`src/rtl/dectape_pkg.sv`:
```
// rtl/dectape_pkg.sv - shared state encoding and default delays for the TU56 motion sequencer
//
// Purpose: state type and default millisecond delays used by dectape_motion_ctl.
// Ports:   none (package).

package dectape_pkg;

  typedef enum logic [2:0] {
    ST_IDLE  = 3'd0,
    ST_ACCEL = 3'd1,
    ST_RUN   = 3'd2,
    ST_TURN  = 3'd3,
    ST_RESEL = 3'd4,
    ST_COAST = 3'd5
  } motion_state_t;

  localparam int DEF_SPEED_MS = 120;
  localparam int DEF_TURN_MS  = 200;
  localparam int DEF_RESEL_MS = 1;
  localparam int DEF_CW       = 8;

endpackage

```
`src/rtl/dectape_ms_timer.sv`:
```
// rtl/dectape_ms_timer.sv - loadable millisecond down-counter with expiry pulse
//
// Purpose: counts ms_tick pulses down from a loaded value; expire is high on the
//          clk where a tick arrives while the counter holds 1.
// Ports:
//   clk      in   system clock
//   reset    in   asynchronous, active-low reset
//   load     in   load n into the counter (wins over a coincident tick)
//   n        in   CW-bit delay value in milliseconds
//   ms_tick  in   one-clk pulse per millisecond
//   expire   out  combinational expiry pulse

module dectape_ms_timer #(
  parameter int CW = 8
) (
  input  logic          clk,
  input  logic          reset,
  input  logic          load,
  input  logic [CW-1:0] n,
  input  logic          ms_tick,
  output logic          expire
);

  logic [CW-1:0] cnt;

  // A tick on the load clk is swallowed so the delay is exactly n ticks
  // counted from the clk after entry.
  always_ff @(posedge clk or negedge reset) begin
    if (!reset) begin
      cnt <= '0;
    end else if (load) begin
      cnt <= n;
    end else if (ms_tick && (cnt != '0)) begin
      cnt <= cnt - 1'b1;
    end
  end

  assign expire = ms_tick && (cnt == CW'(1));

endmodule

```
`src/rtl/dectape_motion_ctl.sv`:
```
// rtl/dectape_motion_ctl.sv - TU56 motion sequencer (go/direction/unit with start, turn, reselect and coast delays)
//
// Purpose: turns unit/direction/go commands into transport controls and enforces
//          start, turn-around, reselection and coast delays; gates the write strobe.
// Ports:
//   clk, reset (async active-low), ms_tick
//   cmd_valid/cmd_ready handshake with cmd_go, cmd_rev, cmd_unit[3:0]
//   all_halt   level, forces a stop
//   wr_req     write request from control
//   con_go, con_fwd, con_rev, con_select[3:0], con_wr   to tu56
//   up_to_speed (RUN only), busy (ACCEL/TURN/RESEL/COAST)

module dectape_motion_ctl
  import dectape_pkg::*;
#(
  parameter int SPEED_MS = DEF_SPEED_MS,
  parameter int TURN_MS  = DEF_TURN_MS,
  parameter int RESEL_MS = DEF_RESEL_MS,
  parameter int CW       = DEF_CW
) (
  input  logic       clk,
  input  logic       reset,
  input  logic       ms_tick,
  input  logic       cmd_valid,
  output logic       cmd_ready,
  input  logic       cmd_go,
  input  logic       cmd_rev,
  input  logic [3:0] cmd_unit,
  input  logic       all_halt,
  input  logic       wr_req,
  output logic       con_go,
  output logic       con_fwd,
  output logic       con_rev,
  output logic [3:0] con_select,
  output logic       con_wr,
  output logic       up_to_speed,
  output logic       busy
);

  localparam logic [CW-1:0] SPEED_N = CW'(SPEED_MS);
  localparam logic [CW-1:0] TURN_N  = CW'(TURN_MS);
  localparam logic [CW-1:0] RESEL_N = CW'(RESEL_MS);

  motion_state_t state_q, state_d;
  logic [3:0]    sel_d;
  logic          rev_d;
  logic          load;
  logic [CW-1:0] load_n;
  logic          expire;
  logic          accept;

  dectape_ms_timer #(.CW(CW)) u_timer (
    .clk     (clk),
    .reset   (reset),
    .load    (load),
    .n       (load_n),
    .ms_tick (ms_tick),
    .expire  (expire)
  );

  // Ready is decoded from the state register but masked by the halt level so
  // that no command can slip in on the first halted clk.
  assign cmd_ready = ((state_q == ST_IDLE) || (state_q == ST_RUN)) && !all_halt;
  assign accept    = cmd_valid && cmd_ready;

  always_comb begin
    state_d = state_q;
    sel_d   = con_select;
    rev_d   = con_rev;
    load    = 1'b0;
    load_n  = '0;
    if (all_halt) begin
      unique case (state_q)
        ST_ACCEL, ST_RUN, ST_TURN, ST_RESEL: begin
          state_d = ST_COAST;
          load    = 1'b1;
          load_n  = SPEED_N;
        end
        ST_COAST: if (expire) state_d = ST_IDLE;
        default: ;
      endcase
    end else begin
      unique case (state_q)
        ST_IDLE: begin
          if (accept && cmd_go) begin
            sel_d   = cmd_unit;
            rev_d   = cmd_rev;
            state_d = ST_ACCEL;
            load    = 1'b1;
            load_n  = SPEED_N;
          end
        end
        ST_ACCEL: if (expire) state_d = ST_RUN;
        ST_RUN: begin
          if (accept) begin
            if (!cmd_go) begin
              state_d = ST_COAST;
              load    = 1'b1;
              load_n  = SPEED_N;
            end else if (cmd_unit != con_select) begin
              // A new unit must come up to speed from scratch, so any
              // direction change rides along with the reselection.
              sel_d   = cmd_unit;
              rev_d   = cmd_rev;
              state_d = ST_RESEL;
              load    = 1'b1;
              load_n  = RESEL_N;
            end else if (cmd_rev != con_rev) begin
              rev_d   = cmd_rev;
              state_d = ST_TURN;
              load    = 1'b1;
              load_n  = TURN_N;
            end
          end
        end
        ST_TURN: if (expire) state_d = ST_RUN;
        ST_RESEL: begin
          if (expire) begin
            state_d = ST_ACCEL;
            load    = 1'b1;
            load_n  = SPEED_N;
          end
        end
        ST_COAST: if (expire) state_d = ST_IDLE;
        default:  state_d = ST_IDLE;
      endcase
    end
  end

  always_ff @(posedge clk or negedge reset) begin
    if (!reset) begin
      state_q     <= ST_IDLE;
      con_select  <= 4'd0;
      con_rev     <= 1'b0;
      con_fwd     <= 1'b1;
      con_go      <= 1'b0;
      up_to_speed <= 1'b0;
      busy        <= 1'b0;
      con_wr      <= 1'b0;
    end else begin
      state_q     <= state_d;
      con_select  <= sel_d;
      con_rev     <= rev_d;
      con_fwd     <= !rev_d;
      con_go      <= (state_d == ST_ACCEL) || (state_d == ST_RUN) ||
                     (state_d == ST_TURN)  || (state_d == ST_RESEL);
      up_to_speed <= (state_d == ST_RUN);
      busy        <= (state_d == ST_ACCEL) || (state_d == ST_TURN) ||
                     (state_d == ST_RESEL) || (state_d == ST_COAST);
      // Uses the registered up_to_speed, so the strobe trails it by one clk
      // except under halt, which kills it immediately.
      con_wr      <= wr_req && up_to_speed && !all_halt;
    end
  end

endmodule

```
`config.mk`:
```
export PLATFORM = sky130hd
export DESIGN_NAME = dectape_motion_ctl
export DESIGN_NICKNAME = d
export VERILOG_FILES = /design/src/rtl/dectape_pkg.sv /design/src/rtl/dectape_ms_timer.sv /design/src/rtl/dectape_motion_ctl.sv
export SDC_FILE = /design/constraint.sdc
export NUM_CORES = 1
export LEC_CHECK = 0
export BUFFER_PORTS_ARGS = -buffer_cell sky130_fd_sc_hd__buf_2
export CAP_MARGIN = 20
export CORE_UTILIZATION = 40
export DETAILED_ROUTE_END_ITERATION = 16
export GPL_ROUTABILITY_DRIVEN = 0
export PLACE_DENSITY = 0.69
export SLEW_MARGIN = 20
export SYNTH_ARGS = -nofsm -noshare
export SYNTH_HDL_FRONTEND = slang
export SYNTH_SLANG_ARGS = --single-unit
```
`constraint.sdc`:
```
create_clock -name clk -period 5 [get_ports clk]
set_clock_uncertainty 0.05 [all_clocks]
set_input_delay 0.5 -clock clk [delete_from_list [all_inputs] [get_ports clk]]
set_output_delay 0.5 -clock clk [all_outputs]
set_load 0.02 [all_outputs]
```
==> results of run 1 <==
[per-stage QoR]
step | total power, mW | instance area (um2) | util (%) | setup slack [ps]
after floorplan | 0.607 | 1410 | - | 3030
after global placement | 0.680 | 1540 | 45.6 | 2870
after detailed placement | 0.699 | 1540 | 45.6 | 2790
after CTS | 0.784 | 1560 | 46.4 | 2820
after global routing | 0.849 | 1560 | 46.4 | 2690
final | 0.785 | 1560 | 46.4 | 2810
[critical path, cell delays in order (launching register included)]
cell and delay (ps):
dfrtp_1 480, nor4_1 550, a31oi_1 150, o221a_1 300
or3_4 360, o21a_1 200
[cells by family after synthesis]
kind of cell / after synthesis / synth area share [%]
compound gates: 35 / 20.8
xor+xnor: 9 / 5.59
fa+ha+maj: 3 / 2.66
buf+inv: 10 / 4.70
flops: 21 / 37.3
mux: 4 / 3.19
simple gates: 57 / 25.7
[area by class of cell]
cell class | count | area, um2 | area share (%)
Sequential cell | 21 | 527 | 33.7
Timing Repair Buffer | 22 | 110 | 7.05
Multi-Input combinational cell | 108 | 818 | 52.4
Inverter | 6 | 22.5 | 1.44
Tap cell | 46 | 57.6 | 3.69
Clock buffer | 4 | 26.3 | 1.68
[worst paths after layout]
| check | startpoint | end | cells after the start |
|---|---|---|---|
| min in group clk | wr_req | con_wr$_DFF_PN0_ | 3 |
| worst min-delay path | reset | u_timer.cnt[7]$_DFFE_PN0P_ | 1 |
| max in group asynchronous | reset | con_fwd$_DFF_PN1_ | 1 |
| worst min register to register | up_to_speed$_DFF_PN0_ | con_wr$_DFF_PN0_ | 2 |
| worst max register to register | u_timer.cnt[2]$_DFFE_PN0P_ | busy$_DFF_PN0_ | 5 |
| worst max-delay path | u_timer.cnt[2]$_DFFE_PN0P_ | busy$_DFF_PN0_ | 5 |
[flip-flops by register name (all words and copies together), names as in the netlist]
register / flops
state_q: 3
con_fwd: 1
busy: 1
up_to_speed: 1
con_rev: 1
con_select: 4
u_timer.cnt: 8
con_wr: 1
con_go: 1
[placed cells by master (no fill, tap or decap), types with 4 or more instances in the layout]
cell / count
or3_1: 4
buf_2: 22
dfrtp_1: 20
mux2_2: 4
a211oi_1: 5
nand3_1: 9
o21ai_0: 5
nor2_1: 12
nand2_1: 6
xnor2_1: 7
inv_1: 6
[power groups by stage]
stage,logic [mW],registers [mW],clock network (mW)
6_report,0.393,0.308,0.0843
5_1_grt,0.439,0.319,0.0913
4_1_cts,0.391,0.307,0.0862
3_5_place_dp,0.388,0.311,0
3_3_place_gp,0.375,0.306,0
2_1_floorplan,0.294,0.313,0
[layer usage]
metal	global-route usage, %	wire length [um]	vias to the layer above
met3	3.57	158	9
met5	0	0	-
met2	30.7	1520	35
li1	-	-	575
met1	24.5	1380	585
met4	7.94	73	0
==> impl_results.md, run 1 <==
- Die area: roughly 3800 um2
- Most numerous cell in the Yosys netlist: dfrtp_1
- Sequential element share of the synthesized area: between 30% and 40%
- List of most frequent post-synthesis cells: dfrtp_1 (20), nor2_1 (12), nand3_1 (9)
- Number of distinct library cells after synthesis: 54
- Hold Slack: 76.5 ps
- Cell total after placement: slightly above 200
- Clock Pin Slew Worst Setup and Hold Paths: about 120 ps
- Sequential share of power: 39.2%
- Run status: finished clean
- Drt wl/cell: roughly 15 um
- Clk sinks: 21
- F_max: between 0.4 and 0.5 GHz
- Worst slew pin tran: 542 ps
- R2r setup slk: between 2000 and 3000 ps
- Row count: 21
- Max Cap Violations: 0
- Share of layout cells above drive strength 1: 27.3%
- Hold Path Class: in2async
- Top post-synthesis cells by area: dfrtp_1 (35%), xnor2_1 (4.3%), nand3_1 (3.2%)
- Mapped Cells: roughly 140
- First-pass GRT wire length: 5140 um
- Core region area: about 3400 um2
- Critical path class: reg2reg
- Routed vias/inst: a little under 6
- Syn nets: 154
- # DRC: 0
- Clock Power Share: 10.7%
- Dpl hpwl: between 2000 and 2500 um
- Synth area leader: dfrtp_1
- Root Driver: clkbuf_4
- Resize count post-CTS: 0
- Synth Flop Type: dfrtp_1
- Worst Setup End Kind: flip-flop
- Post-synth top area share: around 35%
- WP data arrival: around 2300 ps
- FF+latch count, synth: 21
- # setup viols final: 0
- Clock latency at the later pin of the worst-skew pair: roughly 320 ps
- Minimum clock period: 2190 ps
- Sw frac: ~44%
- Layout Nets: about 180
- Hold-fix buffers, CTS: 0
- Avg Inst Size Synth: just over 10 um2
- ANT nets after route: 0
- Initial antenna violation count: 0
- Mapped Area: between 1000 and 1500 um2
- CTS tree: yes
- Initial Util: 42.0%
- Post-synthesis async set-or-reset flop share: 100%
- PD cells: about 500 nW/um2
- Pleak: 0.662 nW
- Post-synth EDFFs: 0
- Number of I/O pins: 23
- Data required time at the worst endpoint: around 5000 ps
- DRT iter0 DRCs: just under 50
- Synth-to-Final Area Change: 10.6%
- PortBufs: 22
- Period Utilization, post-route: 43.8%
- Largest net degree at the start of global routing: 22
- # fillers: 342
- Non-filler instance count after layout: slightly above 200
- All-Layer GR Usage: between 10% and 20%
- Critical Path Source Type: flip-flop
- RSZ-0062 raised after global routing: no
- Headroom to the max-slew limit: between 60% and 70%
- Post-CTS Setup Inserts: 0
- H-tree Lvls: 1
- Die H: roughly 60 um
- Final hold viol count: 0
- GR Overflow Total: 0
- DIE WIDTH: about 61 um
- Clock Path Buffers: 2
- YS warnings: 0
- Total negative slack: 0 ps
- Vias in the first global route: 1,140
- Crit-path max FO: 5
- First-pass detailed-route iteration total: 4
- Number of buffers created by CTS: 3
- Routed WL: approximately 3100 um
- Via Count: 1,204
- Sw Pwr: ~350 uW
- Slew Viols, Final: 0
- N_diodes: 0
- Internal power: 437 uW
- Maximum vdd drop: 252 uV
- Gate power share: around half
Note: power is estimated with default switching activity, not from simulation.
==> inputs of run 2 (changes only) <==
--- a/config.mk
+++ b/config.mk
@@ -10,7 +10,7 @@
 export CORE_UTILIZATION = 40
 export DETAILED_ROUTE_END_ITERATION = 16
 export GPL_ROUTABILITY_DRIVEN = 0
-export PLACE_DENSITY = 0.69
+export PLACE_DENSITY = 0.71
 export SLEW_MARGIN = 20
 export SYNTH_ARGS = -nofsm -noshare
 export SYNTH_HDL_FRONTEND = slang
==> constraint.sdc (replaced) <==
create_clock -name clk -period 1.92 [get_ports clk]
set_clock_uncertainty 0.05 [all_clocks]
set_input_delay 0.192 -clock clk [delete_from_list [all_inputs] [get_ports clk]]
set_output_delay 0.192 -clock clk [all_outputs]
set_load 0.02 [all_outputs]
==> impl_results.md, run 2 (synthesis gave the netlist of run 1 again) <==
- Run status: complete, but fails checks
- Failing checks: negative setup slack
- Vias in the first global route: 1,306 (+15%)
- # setup viols final: 6 (+6)
- N_diodes: 0 (unchanged)
- # DRC: 0 (unchanged)
- Die area: 3770 um2 (unchanged)
- Die H: 61.4 um (unchanged)
- Via Count: 1,298 (+7.8%)
- Cell total after placement: 225 (+11%)
- Hold Crit Start: wr_req
- RSZ-0062 raised after global routing: yes
- Clock Path Buffers: 2 (unchanged)
- DIE WIDTH: 61.4 um (unchanged)
- Hold path cells: 3
- Maximum vdd drop: 777 uV (+210%)
- PD cells: 1300 nW/um2 (+160%)
- Layout Nets: 202 (+14%)
- DRT iter0 DRCs: 114 (+130%)
- R2r setup slk: -50 ps (-2860 ps)
- Setup ws final: -48.4 ps (-2860 ps)
- Critical path class: reg2reg
- PortBufs: 22 (unchanged)
- WP data arrival: 2110 ps (-230 ps)
- CTS tree: yes
- Share of layout cells above drive strength 1: 43.0% (+16 points)
- CP peak stage delay: 540 ps (about the same)
- # fillers: 307 (-10%)
- Routed WL: 3380 um (+8.0%)
- Pleak: 0.794 nW (+20%)
- Most common cell after layout, fill and taps aside: buf_4
- Clock latency at the later pin of the worst-skew pair: 300 ps (-20 ps)
- Max Cap Violations: 0 (unchanged)
- Final hold viol count: 0 (unchanged)
- Commonest cells after routing, fill and taps aside: buf_4 (24), buf_2 (22), dfrtp_1 (19), nor2_1 (11), nand3_1 (8)
- All-Layer GR Usage: 20.2% (+1.4 points)
- Initial antenna violation count: 0 (unchanged)
- Headroom to the max-slew limit: 66.1% (+2.6 points)
- Worst Setup End Kind: flip-flop
- Hold Path End: con_wr$_DFF_PN0_
- Reg-to-Reg End: u_timer.cnt[5]$_DFFE_PN0P_
- Root Driver: clkbuf_4
- Worst reg2reg path depth: 5 (unchanged)
- First-pass GRT wire length: 5680 um (+10%)
- H-tree Lvls: 1 (unchanged)
- Period Utilization, post-route: 103% (+59 points)
- Routed vias/inst: 5.59 (-3.8%)
- Largest net degree at the start of global routing: 22 (unchanged)
- Worst slew pin tran: 506 ps (-35.8 ps)
- Drt wl/cell: 14.6 um (-3.7%)
- Crit Reg-Reg Startpoint: u_timer.cnt[2]$_DFFE_PN0P_
- Buf+Inv Stages, Crit Path: 0 (unchanged)
- Number of I/O pins: 23 (unchanged)
- Biggest regs: u_timer.cnt: 8 flops, con_select: 4 flops, state_q: 3 flops
- ANT nets after route: 0 (unchanged)
- Core region area: 3360 um2 (unchanged)
- Row count: 21 (unchanged)
- Minimum clock period: 1970 ps (-220 ps)
- Slowest library cell on the worst path: a2111o_1
- Dpl hpwl: 2560 um (+12%)
- Max reg flops: 8 (unchanged)
- Slew Viols, Final: 0 (unchanged)
- Non-filler instance count after layout: 232 (+12%)
- F_max: 0.508 GHz (+11%)
- Hold Path Class: in2reg
- Initial Util: 42.0% (unchanged)
- GR Overflow Total: 0 (unchanged)
- Crit-path max FO: 5 (unchanged)
- Critical Path Source Type: flip-flop
- Clk sinks: 21 (unchanged)
- Data required time at the worst endpoint: 2070 ps (-3080 ps)
- Util after Layout: 54.4% (+7.9 points)
- Largest Register: u_timer.cnt
- CP cell instances: nor4_4 > nand4_1 > a2111o_1 > a41o_1 > o311a_1
- Number of buffers created by CTS: 3 (unchanged)
- Synth-to-Final Area Change: 29.5%
- Delay-heaviest family, CP: compound AO/OA/AOI/OAI gates
- Clock Pin Slew Worst Setup and Hold Paths: 130 ps (about the same)
- First-pass detailed-route iteration total: 4 (unchanged)
## run 2: worst min-delay path, delay by kind of cell
kind	cells	cell delay (ps)
buffers and inverters	1	100
AND/OR/NAND/NOR	2	100
## run 2: report_power, final
| part | switching (mW) | internal, mW |
|---|---|---|
| Sequential | 0.160 | 0.595 |
| Clock | 0.139 | 0.0776 |
| Combinational | 0.700 | 0.713 |
## run 2: how the worst max path moves through the flow
stage                                           from                          to  slack (ps)  cells past startpoint
after global placement    u_timer.cnt[1]$_DFFE_PN0P_  u_timer.cnt[5]$_DFFE_PN0P_         -30                      7
after detailed placement  u_timer.cnt[1]$_DFFE_PN0P_  u_timer.cnt[5]$_DFFE_PN0P_         -60                      7
final                     u_timer.cnt[2]$_DFFE_PN0P_  u_timer.cnt[5]$_DFFE_PN0P_         -50                      5
after floorplan           u_timer.cnt[2]$_DFFE_PN0P_              busy$_DFF_PN0_          20                      5
after global routing      u_timer.cnt[2]$_DFFE_PN0P_              busy$_DFF_PN0_        -130                      6
after CTS                 u_timer.cnt[7]$_DFFE_PN0P_  u_timer.cnt[6]$_DFFE_PN0P_         -30                      5
## run 2: cell type report
class | count | area [um2] | share of cell area [%]
Tap cell | 46 | 57.6 | 3.15
Sequential cell | 21 | 528 | 28.9
Multi-Input combinational cell | 108 | 892 | 48.8
Inverter | 6 | 22.5 | 1.23
Clock inverter | 1 | 5.00 | 0.274
Timing Repair Buffer | 47 | 300 | 16.4
Clock buffer | 3 | 22.5 | 1.23
## run 2: per-stage QoR
step | power, mW | cell area [um2] | TNS (ps) | setup WS, ps | hold WS, ps
5_1_grt | 2.56 | 1830 | -1100 | -134 | 33.0
4_1_cts | 2.30 | 1750 | -113 | -29.2 | 48.1
3_5_place_dp | 2.07 | 1710 | -205 | -55.4 | 125
2_1_floorplan | 1.58 | 1420 | 0 | 20.7 | -154
6_report | 2.39 | 1830 | -162 | -48.4 | 44.6
3_3_place_gp | 2.01 | 1710 | -39.3 | -27.8 | 120
## run 2: timing repair
action                                 CTS  global route
setup endpoints to repair               10            11
pin swaps                                8             8
hold buffers                             1             0
buffers inserted                         0             2
endpoints found under the hold margin   20             0
resized for setup                        3            10
## run 2: layer usage
metal  up-vias  track usage, %  wire length, um
met5         -               0                0
met2        37            34.8             1700
met1       636            27.1             1490
met3         2            2.73              171
met4         0            4.76               16
li1        623               -                -
